==> src/rtl/sd_cmd_tx_pkg.sv <==
`default_nettype none
// ============================================================================
// Module      : sd_pkg (package)
// Description : Shared constants, FSM state encoding and the CRC7 step
//               function for the SD CMD-line transmitter slice.
//               SD_CMD_BITS  - total token length on the CMD line
//               SD_HDR_BITS  - start + direction + index + argument
//               SD_CRC7_POLY - x^7 + x^3 + 1 (implicit x^7 term dropped)
// Revision    : 1.0 - initial release
// ============================================================================
package sd_pkg;

    localparam int          SD_CMD_BITS  = 48;
    localparam int          SD_HDR_BITS  = 40;
    localparam int          SD_IDX_W     = 6;
    localparam int          SD_ARG_W     = 32;
    localparam logic [6:0]  SD_CRC7_POLY = 7'h09;

    // Explicit 3-bit encoding so the state register width is fixed.
    typedef enum logic [2:0] {
        IDLE = 3'd0,
        HDR  = 3'd1,
        CRC  = 3'd2,
        STOP = 3'd3,
        GAP  = 3'd4
    } sd_state_e;

    // One serial CRC7 step: shift left, fold the polynomial in when the
    // incoming bit differs from the outgoing MSB.
    function automatic logic [6:0] crc7_next(input logic [6:0] crc, input logic bit_in);
        logic inv;
        inv = bit_in ^ crc[6];
        return {crc[5:0], 1'b0} ^ (inv ? SD_CRC7_POLY : 7'h00);
    endfunction

endpackage
`default_nettype wire

==> src/rtl/sd_cmd_tx_if.sv <==
`default_nettype none
// ============================================================================
// Module      : sd_cmd_tx_if (interface)
// Description : Command request handshake between the card-control FSM
//               (master) and the CMD transmitter (slave).
//               req_valid - request valid        (master -> slave)
//               req_index - 6-bit command index  (master -> slave)
//               req_arg   - 32-bit argument      (master -> slave)
//               req_ready - transmitter idle     (slave  -> master)
// Revision    : 1.0 - initial release
// ============================================================================
interface sd_cmd_tx_if;
    import sd_pkg::*;

    logic                req_valid;
    logic                req_ready;
    logic [SD_IDX_W-1:0] req_index;
    logic [SD_ARG_W-1:0] req_arg;

    modport master (
        output req_valid,
        output req_index,
        output req_arg,
        input  req_ready
    );

    modport slave (
        input  req_valid,
        input  req_index,
        input  req_arg,
        output req_ready
    );

endinterface
`default_nettype wire

==> src/rtl/sd_cmd_tx_crc7.sv <==
`default_nettype none
// ============================================================================
// Module      : crc7_sync
// Description : Single-clock bit-serial CRC7 LFSR (x^7 + x^3 + 1, init 0).
//               clk    - system clock
//               rst    - synchronous active-high reset
//               clr    - synchronous clear to zero (start of a frame)
//               en     - advance the LFSR by one bit
//               bit_in - serial data bit
//               crc    - current CRC register
// Revision    : 1.0 - initial release
// ============================================================================
module crc7_sync
    import sd_pkg::*;
(
    input  logic       clk,
    input  logic       rst,
    input  logic       clr,
    input  logic       en,
    input  logic       bit_in,
    output logic [6:0] crc
);

    logic [6:0] r_crc;

    always_ff @(posedge clk) begin
        if (rst || clr) begin
            r_crc <= 7'h00;
        end else if (en) begin
            r_crc <= crc7_next(r_crc, bit_in);
        end
    end

    assign crc = r_crc;

endmodule
`default_nettype wire

==> src/rtl/sd_cmd_tx.sv <==
`default_nettype none
// ============================================================================
// Module      : sd_cmd_tx
// Description : Frames and serialises a 48-bit SD command token on the CMD
//               line: start bit, direction bit, index, argument, CRC7, end
//               bit, followed by an idle gap of GAP_BITS bit-times.
//               clk       - system clock
//               rst       - synchronous active-high reset
//               req       - request handshake (slave modport)
//               cmd_out   - serial CMD data, MSB first
//               cmd_oe    - CMD pad output enable
//               busy      - frame or gap in progress
//               done      - one-cycle pulse after the end bit completes
//               crc_last  - CRC7 of the last completed frame
//               CLK_DIV   - clk cycles per SD bit (2..256)
//               GAP_BITS  - idle bit-times after the end bit
// Revision    : 1.0 - initial release
// ============================================================================
module sd_cmd_tx
    import sd_pkg::*;
#(
    parameter int CLK_DIV  = 4,
    parameter int GAP_BITS = 8
) (
    input  logic        clk,
    input  logic        rst,
    sd_cmd_tx_if.slave  req,
    output logic        cmd_out,
    output logic        cmd_oe,
    output logic        busy,
    output logic        done,
    output logic [6:0]  crc_last
);

    localparam int c_DIV_W = $clog2(CLK_DIV);
    localparam int c_CNT_W = 16;

    localparam logic [c_DIV_W-1:0] c_DIV_LAST = c_DIV_W'(CLK_DIV - 1);
    localparam logic [c_CNT_W-1:0] c_HDR_LAST = c_CNT_W'(SD_HDR_BITS - 1);
    localparam logic [c_CNT_W-1:0] c_CRC_LAST = c_CNT_W'(6);
    // Unreachable when GAP_BITS is zero: STOP then returns straight to IDLE.
    localparam logic [c_CNT_W-1:0] c_GAP_LAST = c_CNT_W'(GAP_BITS - 1);

    sd_state_e                r_state;
    sd_state_e                w_state_nxt;
    logic [c_DIV_W-1:0]       r_div;
    logic [c_CNT_W-1:0]       r_bit_cnt;
    logic [SD_HDR_BITS-1:0]   r_shreg;
    logic                     r_ready;
    logic                     r_done;
    logic [6:0]               r_crc_last;

    logic                     w_accept;
    logic                     w_tick;
    logic [6:0]               w_crc;
    logic [2:0]               w_crc_idx;
    logic                     w_crc_en;

    assign w_accept  = req.req_valid && r_ready && (r_state == IDLE);
    assign w_tick    = (r_state != IDLE) && (r_div == c_DIV_LAST);
    assign w_crc_idx = 3'd6 - r_bit_cnt[2:0];
    // Only header bits feed the CRC; the engine holds its value afterwards.
    assign w_crc_en  = (r_state == HDR) && w_tick;

    crc7_sync u_crc7 (
        .clk    (clk),
        .rst    (rst),
        .clr    (w_accept),
        .en     (w_crc_en),
        .bit_in (r_shreg[SD_HDR_BITS-1]),
        .crc    (w_crc)
    );

    // State register
    always_ff @(posedge clk) begin
        if (rst) begin
            r_state <= IDLE;
        end else begin
            r_state <= w_state_nxt;
        end
    end

    // Next-state and CMD line drive
    always_comb begin
        w_state_nxt = r_state;
        cmd_out     = 1'b1;
        cmd_oe      = 1'b0;
        case (r_state)
            IDLE: begin
                if (w_accept) w_state_nxt = HDR;
            end
            HDR: begin
                cmd_oe  = 1'b1;
                cmd_out = r_shreg[SD_HDR_BITS-1];
                if (w_tick && (r_bit_cnt == c_HDR_LAST)) w_state_nxt = CRC;
            end
            CRC: begin
                cmd_oe  = 1'b1;
                cmd_out = w_crc[w_crc_idx];
                if (w_tick && (r_bit_cnt == c_CRC_LAST)) w_state_nxt = STOP;
            end
            STOP: begin
                cmd_oe  = 1'b1;
                cmd_out = 1'b1;
                if (w_tick) w_state_nxt = (GAP_BITS == 0) ? IDLE : GAP;
            end
            GAP: begin
                if (w_tick && (r_bit_cnt == c_GAP_LAST)) w_state_nxt = IDLE;
            end
            default: begin
                w_state_nxt = IDLE;
            end
        endcase
    end

    // Divider, bit counter, shift register and registered status outputs
    always_ff @(posedge clk) begin
        if (rst) begin
            r_div      <= '0;
            r_bit_cnt  <= '0;
            r_shreg    <= '0;
            r_ready    <= 1'b0;
            r_done     <= 1'b0;
            r_crc_last <= 7'h00;
        end else begin
            // Ready is registered from IDLE so it re-asserts one cycle after
            // the return to IDLE, keeping done and the next accept apart.
            r_ready <= (r_state == IDLE) && !w_accept;
            r_done  <= (r_state == STOP) && w_tick;

            if ((r_state == STOP) && w_tick) begin
                r_crc_last <= w_crc;
            end

            if (w_accept) begin
                r_shreg <= {2'b01, req.req_index, req.req_arg};
                r_div   <= '0;
            end else if (r_state != IDLE) begin
                r_div <= w_tick ? '0 : r_div + 1'b1;
                if ((r_state == HDR) && w_tick) begin
                    r_shreg <= {r_shreg[SD_HDR_BITS-2:0], 1'b0};
                end
            end

            // Bit counter is local to each state.
            if (w_state_nxt != r_state) begin
                r_bit_cnt <= '0;
            end else if (w_tick) begin
                r_bit_cnt <= r_bit_cnt + 1'b1;
            end
        end
    end

    assign req.req_ready = r_ready;
    assign busy          = (r_state != IDLE);
    assign done          = r_done;
    assign crc_last      = r_crc_last;

endmodule
`default_nettype wire

==> src/flat_wrapper.sv <==
// flat-port wrapper written by rule: the top's interface ports become plain ports
module sd_cmd_tx_flat import sd_pkg::*;
#(
    parameter int CLK_DIV  = 4,
    parameter int GAP_BITS = 8
)
  (clk, rst, cmd_out, cmd_oe, busy, done, crc_last, req_req_valid, req_req_index, req_req_arg, req_req_ready);
  sd_cmd_tx_if req_i ();
  input  logic clk;
  input  logic rst;
  output logic cmd_out;
  output logic cmd_oe;
  output logic busy;
  output logic done;
  output logic [6:0] crc_last;
  input wire logic [$bits(req_i.req_valid)-1:0] req_req_valid;
  input wire logic [$bits(req_i.req_index)-1:0] req_req_index;
  input wire logic [$bits(req_i.req_arg)-1:0] req_req_arg;
  output wire logic [$bits(req_i.req_ready)-1:0] req_req_ready;
  assign req_i.req_valid = req_req_valid;
  assign req_i.req_index = req_req_index;
  assign req_i.req_arg = req_req_arg;
  assign req_req_ready = req_i.req_ready;
  sd_cmd_tx #(.CLK_DIV(CLK_DIV), .GAP_BITS(GAP_BITS)) u_core (.clk(clk), .rst(rst), .req(req_i), .cmd_out(cmd_out), .cmd_oe(cmd_oe), .busy(busy), .done(done), .crc_last(crc_last));
endmodule
==> config.mk <==
export PLATFORM = sky130hd
export DESIGN_NAME = sd_cmd_tx_flat
export DESIGN_NICKNAME = d
export VERILOG_FILES = /design/src/rtl/sd_cmd_tx_pkg.sv /design/src/rtl/sd_cmd_tx_if.sv /design/src/rtl/sd_cmd_tx_crc7.sv /design/src/rtl/sd_cmd_tx.sv /design/src/flat_wrapper.sv
export SDC_FILE = /design/constraint.sdc
export NUM_CORES = 1
export LEC_CHECK = 0
export CORE_MARGIN = 4
export CORE_UTILIZATION = 65
export CTS_BUF_LIST = sky130_fd_sc_hd__clkbuf_8
export DETAILED_ROUTE_END_ITERATION = 6
export DONT_BUFFER_PORTS = 1
export PLACE_DENSITY = 0.81
export SLEW_MARGIN = 20
export SYNTH_ARGS = -nofsm -noshare
export SYNTH_HDL_FRONTEND = slang
export SYNTH_HIERARCHICAL = 1
export SYNTH_SLANG_ARGS = --single-unit
==> constraint.sdc <==
create_clock -name clk -period 3 [get_ports clk]
set_input_delay 0.75 -clock clk [delete_from_list [all_inputs] [get_ports clk]]
set_output_delay 0.75 -clock clk [all_outputs]
set_load 0.1 [all_outputs]
==> results <==
- The flow ran to the end, and the final reports show no timing, DRC or antenna violations.
- In this run the core area contains 27 standard-cell rows.
- The highest clock rate is ~360 MHz.
- The x dimension of the die is between 80 and 90 um.
- The number of global-route vias before repair is between 2000 and 3000.
- Setup repair after global routing left no endpoint under its margin.
- Walking the worst path, the cells encountered are inv_1, ha_1, mux2i_1, o221ai_1, o21ai_0, a21oi_2, buf_4.
- Cells with a size suffix above 1 make up 14.8% of the layout.
- The count of cells along the worst hold path is 1.
- After legalization and detailed placement, the total HPWL measured between 4000 and 5000 um.
- The highest metal layer with signal wires is met4.
- The Yosys step of the flow raised 6 warnings.
- In this run the standard cell core region covers approximately 5600 sq um.
- The number of nets in the synthesized netlist is 434.
- On the worst path, the slowest cell contributes a delay of about 400 ps.
- Input and output buffers added on the ports amount to 0.
- Setup violations remaining at the end of the flow were counted as 0.
- The I/O pin total is between 50 and 60.
- The fraction of the yosys area taken by sequential cells is 40.7%.
- The number of buffer and inverter stages on the critical path is 2.
- For this design the ratio of total power to cell area is between 500 and 600 nW/um^2.
- The worst hold slack across all endpoints is about 460 ps.
- Along the worst path, the maximum fanout reaches 7.
- The worst hold path belongs to the class primary input to flop.
- In the final routed layout, each cell accounts on average for between 15 and 20 um.
- The last weighted congestion value of the routability-driven placer is ~0.8.
- The worst setup path is launched from a flop.
- The post-CTS setup buffer count is 0.
- The maximum buffer depth of the clock tree is 2.
- The max-slew violation count came to 0.
- The starting density of the core is slightly below 70%.
- The kind of end point of the critical path is an output pin.
- In this run, synthesis produced a sequential element count of 77.
- The number of antenna diodes in the final layout is 0.
- The completed layout was analyzed and its total power is approximately 2.1 mW.
- Summed over all layers, the global routing overflow is 0.
- The clock transition at the registers of the reported paths is 80 ps.
- The DRC marker count from the first detailed-route iteration is 139.
- The tree built by TritonCTS fans out to 77 sinks.
- Data on the critical path is required at its endpoint by about 2300 ps.
- Hold repair after CTS inserted 0 buffers.
- The share of the core filled with cells in the final layout is 71.0%.
- The tree is rooted in a sky130_fd_sc_hd__clkbuf_8.
- The fill cell instance count of the final layout is 451.
- The pre-antenna-repair detailed-routing pass consisted of 4 iterations.
- The final total negative setup slack is 0 ps.
- Among all flip-flop cells after synthesis, the most frequent one is sky130_fd_sc_hd__dfxtp_1.
- Once layout is done, the placed cells without fillers occupy 3960 sq um.
- The endpoint of the worst register-to-register path is u_core/r_bit_cnt[6]$_SDFFE_PP0P_.
- After the last flow step, the layout net total stands at 425.
- Measured against its own limit, the worst slew margin works out to 34.1%.
- The cell count after synthesis came out at roughly 390.
- In the synthesized netlist the async set-or-reset flop fraction comes to 0%.
- Across the whole layout, storage elements account for around 1500 sq um.
- The worst-case clock skew is ~11 ps.
- The netlist uses 58 different library cells.
- Grouping stages by cell kind, the critical path spends the most delay in flip-flops.
- At the placement stage, the worst setup path has a slack of just under 500 ps.
- The detailed router placed 2789 vias in this run.
- The met3 routed wirelength is approximately 350 um.
- The max capacitance violation total is 0.
- TritonCTS built the clock tree.
- The worst path needs 2770 ps of the cycle, external delays included.
- Data arrives at the worst endpoint at approximately 2000 ps.
- In this run the cell area measured after placement is 3760 sq um.
- The worst path meets setup with approximately 230 ps of slack.
- The via count normalized by instance count is ~6.
- The slowest stage of the critical path belongs to the cell sky130_fd_sc_hd__dfxtp_2.
- The final-report hold violation count came to 0.
- The leakage power summed over all cells is roughly 1.3 nW.
- Relative to the synthesized area, the layout overhead comes to 4.56%.
- Wires add up to around 7100 um.
- The path with the worst hold slack has its endpoint at u_core/crc_last[6]$_SDFFE_PP0P_.
- The origin of the worst min-delay path is rst.
- The kind of critical path is flop to output pin.
- The flop-to-flop setup slack is 810 ps.
- The die boundary height is approximately 84 um.
- The first global-routing pass estimated 12200 um of wire.
- The H-tree was split into 3 levels.
- The wire length on met1 is 3320 um.
- The post-placement cell count is between 400 and 500.
- The initial antenna violation count is 0.
- In this run, CTS created clock tree buffers numbering 9.
- In this run the cell area of the synthesized design comes to between 3000 and 4000 sq um.
- Counting flops with a built-in enable in the synthesized netlist gives 0.
- At the later pin of the worst-skew pair, clock insertion delay measures 350 ps.
- The number of routed nets with antenna violations is 0.
- The reg-to-reg critical path startpoint is u_core/r_bit_cnt[2]$_SDFFE_PP0P_.
- In the finished design, the share of the clock period the worst path needs comes to between 90% and 100%.
- For this run, the total global-route usage over all layers was measured as 20.8%.
- A synthesized cell averages around 10 sq um.
- The pin count of the biggest net entering global routing is 58.
- Tracing the worst setup path back leads to its startpoint at u_core/r_bit_cnt[0]$_SDFFE_PP0P_.
- The DRC violation count after routing is 0.
- The routed length on met2 is ~3300 um.
- The die covers approximately 7000 sq um.
- Summing all multi-input logic gate instances after layout gives between 2000 and 2500 sq um.
- The largest vdd supply drop is 0.344 mV.
- The slew of the pin with the lowest slew margin is 988 ps.
- The length in cells of the worst reg-to-reg path is 5.
- The post-route non-filler standard cell count is between 400 and 500.
cells in the final DEF, fill, tap and decap left out, types with 6 or more instances in the layout:
cell type / count
sky130_fd_sc_hd__a211oi_1: 40
sky130_fd_sc_hd__nor2_1: 48
sky130_fd_sc_hd__o21ai_0: 6
sky130_fd_sc_hd__nand3_1: 6
sky130_fd_sc_hd__a211oi_2: 7
sky130_fd_sc_hd__buf_4: 8
sky130_fd_sc_hd__a21oi_1: 13
sky130_fd_sc_hd__nor3_1: 8
sky130_fd_sc_hd__nand2_1: 23
sky130_fd_sc_hd__dfxtp_1: 76
sky130_fd_sc_hd__clkbuf_8: 11
sky130_fd_sc_hd__nor3_2: 8
sky130_fd_sc_hd__mux2i_1: 47
metal layers:
layer / up-vias / global-route usage [%]
met5: - / 0
met4: 0 / 9.50
met3: 7 / 5.20
met2: 49 / 32.6
met1: 1329 / 26.9
li1: 1404 / -
Yosys cell counts (all sizes together) (2+ instances only):
| cell | number | area share, % |
|---|---|---|
| a211oi | 48 | 11 |
| a21boi | 2 | 0.40 |
| a21oi | 14 | 1.9 |
| and3 | 4 | 0.66 |
| buf | 15 | 4.0 |
| clkbuf | 14 | 1.4 |
| dfxtp | 77 | 41 |
| ha | 4 | 1.3 |
| inv | 7 | 0.69 |
| mux2i | 47 | 12 |
| nand2 | 24 | 2.6 |
| nand3 | 7 | 1.1 |
| nand3b | 2 | 0.40 |
| nand4 | 5 | 1.4 |
| nor2 | 49 | 4.9 |
| nor3 | 17 | 3.6 |
| o21a | 2 | 0.40 |
| o21ai | 6 | 0.79 |
| o311a | 2 | 0.83 |
| o31ai | 5 | 0.99 |
| or3 | 4 | 0.66 |
| or4 | 5 | 0.99 |
| xnor2 | 5 | 1.2 |
| xor2 | 4 | 0.93 |
worst max path at each step:
stage	to	slack (ps)	cells past startpoint
floorplan	cmd_out	90	6
global placement	cmd_out	530	7
detailed placement	cmd_out	480	7
CTS	cmd_out	100	7
global route	cmd_out	90	7
finish	cmd_out	230	7
repair_timing:
item,in CTS,in global routing
endpoints found under the hold margin,0,0
resized for setup,0,1
endpoints found under the setup margin,0,1
logic make-up after synthesis:
group | synth area share, %
fa+ha+maj | 1.32
simple gates | 19.8
xor+xnor | 2.08
buf+inv | 6.11
flops | 40.7
compound gates | 17.0
mux | 13.0
area by class of cell:
| type | instances | area share (%) |
|---|---|---|
| inverters | 7 | 0.664 |
| repair buffers | 9 | 2.02 |
| clock buffers | 11 | 3.82 |
| well taps | 72 | 2.28 |
| flip-flops and latches | 77 | 39.0 |
| multi-input cells | 276 | 51.0 |
| clock inverters | 4 | 1.20 |
state kept, by name, summed over array words and instances, names as in the netlist:
| signal | count |
|---|---|
| u_core/u_crc7/crc | 7 |
| u_core/req.req_ready | 1 |
| u_core/r_div | 2 |
| u_core/done | 1 |
| u_core/r_bit_cnt | 16 |
| u_core/crc_last | 7 |
| u_core/r_shreg | 40 |
| u_core/r_state | 3 |
report_power, final:
group / internal [mW] / total [mW] / switching [mW]
Sequential: 1.07 / 1.09 / 0.0266
Clock: 0.422 / 0.778 / 0.356
Combinational: 0.0625 / 0.182 / 0.120
(Power assumes the default switching activity.)
